===== src/rtl/ddp_pkg.sv =====
// Shared constants for the JOIN/branch packet network cells.
// Holds the handshake FSM state encoding and the grant encoding.
package ddp_pkg;

    typedef enum logic [1:0] {
        IDLE = 2'd0,
        REQ  = 2'd1,
        ACK  = 2'd2
    } state_t;

    localparam logic GNT_A = 1'b0;
    localparam logic GNT_B = 1'b1;

endpackage


===== src/rtl/mg_arb_rr_pick2.sv =====
// Combinational two-way round-robin selector.
// A lone requester always wins; a tie goes to whichever side holds prio.
module rr_pick2
    import ddp_pkg::*;
(
    input  logic req_a,
    input  logic req_b,
    input  logic prio,
    output logic valid,
    output logic winner
);

    always_comb begin
        valid  = req_a | req_b;
        winner = GNT_A;
        if (req_a && req_b) begin
            winner = prio;
        end else if (req_b) begin
            winner = GNT_B;
        end
    end

endmodule


===== src/rtl/mg_arb.sv =====
// Two-input merge arbiter: joins requesters a and b onto one four-phase
// Send/Ack channel with round-robin fairness and fully registered outputs.
module mg_arb
    import ddp_pkg::*;
#(
    parameter int DW = 16
) (
    input  logic          CLK,
    input  logic          MR,
    input  logic          MG_Send_in_a,
    input  logic [DW-1:0] MG_Data_in_a,
    input  logic          MG_Send_in_b,
    input  logic [DW-1:0] MG_Data_in_b,
    input  logic          MG_Ack_in,
    output logic          MG_Ack_out_a,
    output logic          MG_Ack_out_b,
    output logic          MG_Send_out,
    output logic [DW-1:0] MG_Data_out,
    output logic          MG_Gnt,
    output logic          MG_Busy,
    output logic          MG_CP
);

    state_t        state, state_d;
    logic          prio, prio_d;
    logic          send_d, ack_a_d, ack_b_d, gnt_d, cp_d;
    logic [DW-1:0] data_d;
    logic          pick_valid, pick_winner;
    logic          owner_send;

    rr_pick2 u_pick (
        .req_a  (MG_Send_in_a),
        .req_b  (MG_Send_in_b),
        .prio   (prio),
        .valid  (pick_valid),
        .winner (pick_winner)
    );

    assign owner_send = (MG_Gnt == GNT_B) ? MG_Send_in_b : MG_Send_in_a;

    always_comb begin
        state_d = state;
        prio_d  = prio;
        send_d  = MG_Send_out;
        ack_a_d = MG_Ack_out_a;
        ack_b_d = MG_Ack_out_b;
        data_d  = MG_Data_out;
        gnt_d   = MG_Gnt;
        cp_d    = 1'b0;
        case (state)
            IDLE: begin
                // A high Ack_in here is a downstream protocol error: hold off granting.
                if (!MG_Ack_in && pick_valid) begin
                    data_d  = (pick_winner == GNT_B) ? MG_Data_in_b : MG_Data_in_a;
                    gnt_d   = pick_winner;
                    send_d  = 1'b1;
                    cp_d    = 1'b1;
                    state_d = REQ;
                end
            end
            REQ: begin
                if (MG_Ack_in) begin
                    send_d = 1'b0;
                    if (MG_Gnt == GNT_B) ack_b_d = 1'b1;
                    else                 ack_a_d = 1'b1;
                    state_d = ACK;
                end
            end
            ACK: begin
                if (!owner_send && !MG_Ack_in) begin
                    ack_a_d = 1'b0;
                    ack_b_d = 1'b0;
                    prio_d  = ~MG_Gnt;
                    state_d = IDLE;
                end
            end
            default: begin
                send_d  = 1'b0;
                ack_a_d = 1'b0;
                ack_b_d = 1'b0;
                state_d = IDLE;
            end
        endcase
    end

    always_ff @(posedge CLK or posedge MR) begin
        if (MR) begin
            state        <= IDLE;
            prio         <= GNT_A;
            MG_Send_out  <= 1'b0;
            MG_Ack_out_a <= 1'b0;
            MG_Ack_out_b <= 1'b0;
            MG_Data_out  <= '0;
            MG_Gnt       <= GNT_A;
            MG_Busy      <= 1'b0;
            MG_CP        <= 1'b0;
        end else begin
            state        <= state_d;
            prio         <= prio_d;
            MG_Send_out  <= send_d;
            MG_Ack_out_a <= ack_a_d;
            MG_Ack_out_b <= ack_b_d;
            MG_Data_out  <= data_d;
            MG_Gnt       <= gnt_d;
            MG_Busy      <= (state_d != IDLE);
            MG_CP        <= cp_d;
        end
    end

endmodule


===== config.mk =====
export PLATFORM = sky130hd
export DESIGN_NAME = mg_arb
export DESIGN_NICKNAME = d
export VERILOG_FILES = /design/src/rtl/ddp_pkg.sv /design/src/rtl/mg_arb_rr_pick2.sv /design/src/rtl/mg_arb.sv
export SDC_FILE = /design/constraint.sdc
export NUM_CORES = 1
export LEC_CHECK = 0
export ABC_AREA = 1
export CAP_MARGIN = 15
export CORE_MARGIN = 8
export CORE_UTILIZATION = 36
export DETAILED_ROUTE_END_ITERATION = 10
export PLACE_DENSITY = 0.83
export SETUP_SLACK_MARGIN = 0.02
export SLEW_MARGIN = 20
export SYNTH_ARGS = -nofsm -noshare
export SYNTH_HDL_FRONTEND = slang
export SYNTH_SLANG_ARGS = --single-unit

===== constraint.sdc =====
create_clock -name CLK -period 1.2 [get_ports CLK]
set_clock_uncertainty 0.2 [all_clocks]
set_input_delay 0.18 -clock CLK [delete_from_list [all_inputs] [get_ports CLK]]
set_output_delay 0.18 -clock CLK [all_outputs]
set_load 0.01 [all_outputs]

==> results.sh, run 1 <==
export IMPL_status="finished with violations"
export IMPL_violations="setup timing"
export IMPL_hpwlAfterDp_um=2606
export IMPL_first_pass_iters=4
export IMPL_utilization=0.6995
export IMPL_yosys_top_cells_area="dfrtp_1 (50%), nand2_1 (20%), o211ai_1 (9.7%)"
export IMPL_grt_pass1_vias=1328
export IMPL_drt_wl_total_um=4013
export IMPL_yosysTopAreaCellShare=0.5045
export IMPL_power_density_nw_per_um2=2101
export IMPL_grt_max_degree=26
export IMPL_fill_cells=290
export IMPL_grt_pass1_wl_um=6175
export IMPL_viasPerCell=4.533
export IMPL_end_kind="register"
export IMPL_drc=0
export IMPL_placed_area_um2=1998
export IMPL_slew_headroom=0.8340
export IMPL_die_w_um=74.69
export IMPL_htree_num_levels=1
export IMPL_yosysMostFrequentCell="nand2_1"
export IMPL_grt_usage=0.1412
export IMPL_area_delta_synth_final_pct=86.78
export IMPL_synth_area_um2=1240
export IMPL_core_area_um2=3311
export IMPL_grt_ovfl_total=0
export IMPL_yosysWarnings=0
export IMPL_cts_tree="built"
export IMPL_rows=21
export IMPL_synth_nets=190
export IMPL_fin_crit_sh=1.130
export IMPL_num_vias=1319
export IMPL_tightest_slew_ns=0.2490
export IMPL_synth_top_area_cell="dfrtp_1"
export IMPL_crit_fanout=2
export IMPL_grtUsageMet1=0.1636
export IMPL_drv_cap=0
export IMPL_synth_avg_cell_area_um2=8.104
export IMPL_cts_num_sinks=25
export IMPL_ys_top_cells_by_count="nand2_1 (65), dfrtp_1 (25), inv_1 (22)"
export IMPL_pre_cts_slack_ns=-0.4738
export IMPL_num_antenna_cells=0
export IMPL_synth_edf_count=0
export IMPL_leakage_nw=1.213
export IMPL_num_nets_final=283
export IMPL_multiInputGateArea_um2=575.6
export IMPL_gp_congestion=0.8156
export IMPL_drt_initial_drc_count=43
export IMPL_async_reset_ff_frac=1.000
export IMPL_setup_ws_ns=-0.1555
export IMPL_start_kind="register"
export IMPL_antenna_found_initial=0
export IMPL_drive_gt1_frac=0.3837
export IMPL_regArea_um2=626.9
export IMPL_io_buffers=58
export IMPL_root_buffer="clkbuf_4"
export IMPL_numCtsBuffers=3
export IMPL_final_antenna_net_count=0
export IMPL_start_util=0.3745
export IMPL_clockBufferDepth=2
export IMPL_grtUsageMet3=0.04128
export IMPL_syn_instance_count=153
export IMPL_dieArea_um2=5578
export IMPL_cp_arrival_ns=1.39
export IMPL_ys_ff_latch=25
export IMPL_dp_cells=265
export IMPL_clock_latency_ns=0.31
export IMPL_drv_slew=0
export IMPL_final_hold_viol_count=0
export IMPL_synthFlopType="dfrtp_1"
export IMPL_peakVddDrop_uv=1058
export IMPL_gr_usage_met2=0.2488
export IMPL_hold_class="in -> reg"
export IMPL_wl_per_cell_um=13.79
export IMPL_fin_cells=291
export IMPL_design_area_um2=2316
export IMPL_die_height_um=74.69
export IMPL_clk_pin_slew_ns=0.13
export IMPL_rsz0062_at_grt="yes"
export IMPL_max_freq_mhz=737.7
export IMPL_setup_violations=43
export IMPL_seq_area_frac_synth=0.5045
export IMPL_ys_types=15
export IMPL_critPathRequiredTime_ns=1.24
export IMPL_criticalPathCategory="reg -> reg"
export IMPL_period_minus_slack_ns=1.356
export IMPL_ioPinCount=59
export IMPL_top_usage_layer="met2"
registers in the layout (all words and copies together) (netlist names):
| signal | count |
|---|---|
| MG_Data_out | 16 |
| state | 2 |
| MG_Ack_out_a | 1 |
| MG_Ack_out_b | 1 |
| MG_Busy | 1 |
| MG_CP | 1 |
| MG_Gnt | 1 |
| MG_Send_out | 1 |
| prio | 1 |
per-layer routing:
metal / share of wire / vias up
li1: - / 663
met1: 0.39 / 618
met2: 0.54 / 36
met3: 0.071 / 2
met5: 0 / -
met4: 0.0035 / 0
path summary, 6_finish.rpt:
| check | from | endpoint | slack [ns] | cells after the start |
|---|---|---|---|---|
| min in group asynchronous | MR | MG_Send_out | 0.53 | 4 |
| worst min register to register | MG_Data_out[1] | MG_Data_out[1] | 0.30 | 2 |
| worst max register to register | state[0] | prio | -0.16 | 6 |
| worst max-delay path | state[0] | prio | -0.16 | 6 |
| worst min-delay path | MG_Data_in_b[5] | MG_Data_out[5] | 0.29 | 3 |
| max in group asynchronous | MR | MG_Gnt | 0.11 | 4 |
layout by cell type, fill, tap and decap left out, types with 2 or more instances in the layout:
cell type         n
nand2_1          46
clkdlybuf4s50_1  34
buf_4            25
dfrtp_1          24
inv_1            18
o211ai_1         16
nand2_2          14
buf_2            14
buf_6             9
nand2_4           6
buf_12            5
inv_2             4
nand3_1           3
clkbuf_4          3
nand3_2           2
o21ai_0           2
o21ai_1           2
buf_16            2
clkbuf_16         2
dlygate4sd2_1     2
through the flow:
| step | power (W) | setup TNS [ns] | hold slack (ns) |
|---|---|---|---|
| finish | 0.004867 | -3.124 | 0.2853 |
| global route | 0.005218 | -5.540 | 0.2840 |
| CTS | 0.004360 | -3.007 | 0.2761 |
| detailed placement | 0.003815 | -11.01 | 0.2638 |
| global placement | 0.003741 | -10.43 | 0.2612 |
| floorplan | 0.002489 | -0.8441 | 0.007250 |
power by group:
| group | internal [W] | switching [W] | leakage, nW |
|---|---|---|---|
| registers | 0.00124 | 0.000234 | 0.308 |
| clock network | 0.000130 | 0.000244 | 0.0150 |
| logic | 0.00165 | 0.00137 | 0.891 |
critical path: stages, from the launching register on:
cell and delay [ns]:
dfrtp_1 0.41, buf_4 0.14, nor2_1 0.16, inv_1 0.08, nor2_2 0.15, nand2_1 0.07
o21ai_0 0.08
layout make-up:
cell class / count / area share
clock buffer: 4 / 0.01135
inverter: 24 / 0.04214
multi-input combinational: 98 / 0.2485
sequential: 25 / 0.2707
tap: 46 / 0.02485
timing repair buffer: 94 / 0.4025
cell families (layout without fill, tap and decap cells):
logic type	count (synthesis)	in the layout	synth area share
buf+inv	30	122	0.1160
simple gates	76	76	0.2523
compound gates	22	22	0.1272
flops	25	25	0.5045
timing repair:
| action | CTS | global route |
|---|---|---|
| endpoints found under the hold margin | 25 | 0 |
| hold buffers | 1 | 0 |
| resized for setup | 116 | 21 |
| buffers inserted | 8 | 9 |
| pin swaps | 4 | 1 |
| setup endpoints to repair | 45 | 46 |
| gates cloned | 2 | 2 |
No activity file was read; power rests on OpenSTA's default activity.
==> run 2, diff against run 1 <==
- CORE_UTILIZATION: 36 -> 38
- CTS_BUF_LIST: default -> sky130_fd_sc_hd__clkbuf_8
- PLACE_DENSITY: 0.83 -> 0.86
- RECOVER_POWER: default -> 50
==> results.sh, run 2 (synthesized netlist as in run 1, its figures left out) <==
export IMPL_status="finished with violations"
export IMPL_violations="setup timing"
export IMPL_first_pass_iters=4
export IMPL_reg2reg_depth=6
export IMPL_drt_initial_drc_count=70
export IMPL_area_delta_synth_final_pct=92.43
export IMPL_die_w_um=73.12
export IMPL_grt_max_degree=26
export IMPL_peakVddDrop_uv=1264
export IMPL_hpwlAfterDp_um=2551
export IMPL_rsz0062_at_grt="yes"
export IMPL_slew_headroom=0.5841
export IMPL_num_vias=1361
export IMPL_cts_num_sinks=25
export IMPL_htree_num_levels=1
export IMPL_gp_congestion=0.8773
export IMPL_crit_fanout=4
export IMPL_cp_arrival_ns=1.32
export IMPL_power_w=0.005173
export IMPL_numCtsBuffers=3
export IMPL_end_kind="register"
export IMPL_wl_per_cell_um=15.12
export IMPL_rows=20
export IMPL_clockBufferDepth=2
export IMPL_num_antenna_cells=0
export IMPL_r2r_start="MG_Gnt"
export IMPL_criticalPathCategory="reg -> reg"
export IMPL_max_freq_mhz=736.5
export IMPL_reg2reg_to="MG_Ack_out_a"
export IMPL_drt_wl_total_um=4416
export IMPL_p_sw_w=0.001999
export IMPL_p_seq_frac=0.291
export IMPL_final_hold_viol_count=0
export IMPL_io_buffers=58
export IMPL_drv_cap=0
export IMPL_fin_crit_sh=1.131
export IMPL_drc=0
export IMPL_whs_ns=0.1745
export IMPL_hold_class="in -> async"
export IMPL_pre_cts_slack_ns=-0.4419
export IMPL_drive_gt1_frac=0.4315
export IMPL_ioPinCount=59
export IMPL_num_nets_final=286
export IMPL_tightest_slew_ns=0.6239
export IMPL_regMostFlops="MG_Data_out"
export IMPL_start_util=0.4028
export IMPL_core_area_um2=3078
export IMPL_setup_ws_ns=-0.1578
export IMPL_final_antenna_net_count=0
export IMPL_reg2reg_slack_ns=-0.16
export IMPL_critPathRequiredTime_ns=1.16
export IMPL_clkPwrFrac=0.097
export IMPL_cts_tree="built"
export IMPL_grt_ovfl_total=0
export IMPL_grt_usage=0.1417
export IMPL_clock_latency_ns=0.27
export IMPL_leakage_nw=1.257
export IMPL_layout_common_cells="nand2_1 (39), clkdlybuf4s50_1 (34), buf_4 (28), dfrtp_1 (24), inv_1 (18)"
export IMPL_drv_slew=0
export IMPL_clk_pin_slew_ns=0.09
export IMPL_root_buffer="clkbuf_8"
export IMPL_p_int_w=0.003174
export IMPL_die_height_um=73.12
export IMPL_antenna_found_initial=0
export IMPL_grt_pass1_vias=1345
export IMPL_setup_violations=29
export IMPL_viasPerCell=4.661
export IMPL_period_minus_slack_ns=1.358
export IMPL_p_comb_frac=0.611
export IMPL_reg_top3="MG_Data_out (16), state (2)"
export IMPL_power_density_nw_per_um2=2168
export IMPL_start_kind="register"
export IMPL_final_common_cell="nand2_1"
export IMPL_largest_register_ffs=16
export IMPL_dieArea_um2=5347
export IMPL_swShare=0.3865
export IMPL_grt_pass1_wl_um=6044
[run 2: critical path, cell delays in order, from the launching register on]
cell	delay, ns
dfrtp_2	0.42
buf_6	0.14
buf_4	0.13
o21ai_1	0.13
nand3_1	0.10
nand2_1	0.07
nand2_1	0.07
[run 2: layer usage]
metal | track usage | wire, um
met3 | 0.06181 | 395
met2 | 0.2453 | 2315
met4 | 0.03333 | 7
met5 | 0 | 0
met1 | 0.1543 | 1698
[run 2: per-stage QoR]
stage | utilization | setup TNS, ns | cells | area, um^2
after floorplan | - | -0.8441 | 153 | 1246
after global placement | 0.6541 | -10.31 | 267 | 2013
after detailed placement | 0.6541 | -10.69 | 267 | 2013
after CTS | 0.6671 | -1.861 | 275 | 2053
after global routing | 0.7752 | -4.646 | 292 | 2386
final | 0.7752 | -3.147 | 292 | 2386
[run 2: timing repair]
| action | CTS | global route |
|---|---|---|
| setup endpoints to repair | 46 | 45 |
| resized for setup | 110 | 39 |
| gates cloned | 1 | 4 |
| hold buffers | 0 | 0 |
| pin swaps | 1 | 12 |
| buffers inserted | 3 | 13 |
| hold endpoints to repair | 0 | 0 |
[run 2: layout make-up]
| type | instances | area (um^2) |
|---|---|---|
| inverters | 24 | 97.59 |
| flip-flops and latches | 25 | 626.9 |
| well taps | 44 | 55.05 |
| repair buffers | 97 | 943.4 |
| multi-input cells | 98 | 616.8 |
| clock buffers | 3 | 41.29 |
| clock inverters | 1 | 5.005 |
| fillers | 214 | 691.9 |
[run 2: worst max-delay path by stage]
stage / to / depth (start not counted) / slack (ns) / startpoint
after floorplan: MG_Data_out[10] / 7 / -0.05 / state[1]
after global placement: MG_Data_out[11] / 7 / -0.41 / MG_Send_in_a
after detailed placement: MG_Data_out[3] / 7 / -0.44 / MG_Send_in_a
after CTS: MG_Data_out[3] / 7 / -0.12 / prio
after global routing: MG_Ack_out_a / 8 / -0.24 / MG_Gnt
final: MG_Ack_out_a / 6 / -0.16 / MG_Gnt
[run 2: power groups by stage]
stage | registers [W] | clock network (W) | logic [W]
finish | 0.00151 | 0.000504 | 0.00316
global route | 0.00155 | 0.000548 | 0.00341
floorplan | 0.00164 | 0 | 0.000853
detailed placement | 0.00148 | 0 | 0.00237
global placement | 0.00147 | 0 | 0.00234
CTS | 0.00145 | 0.000514 | 0.00232
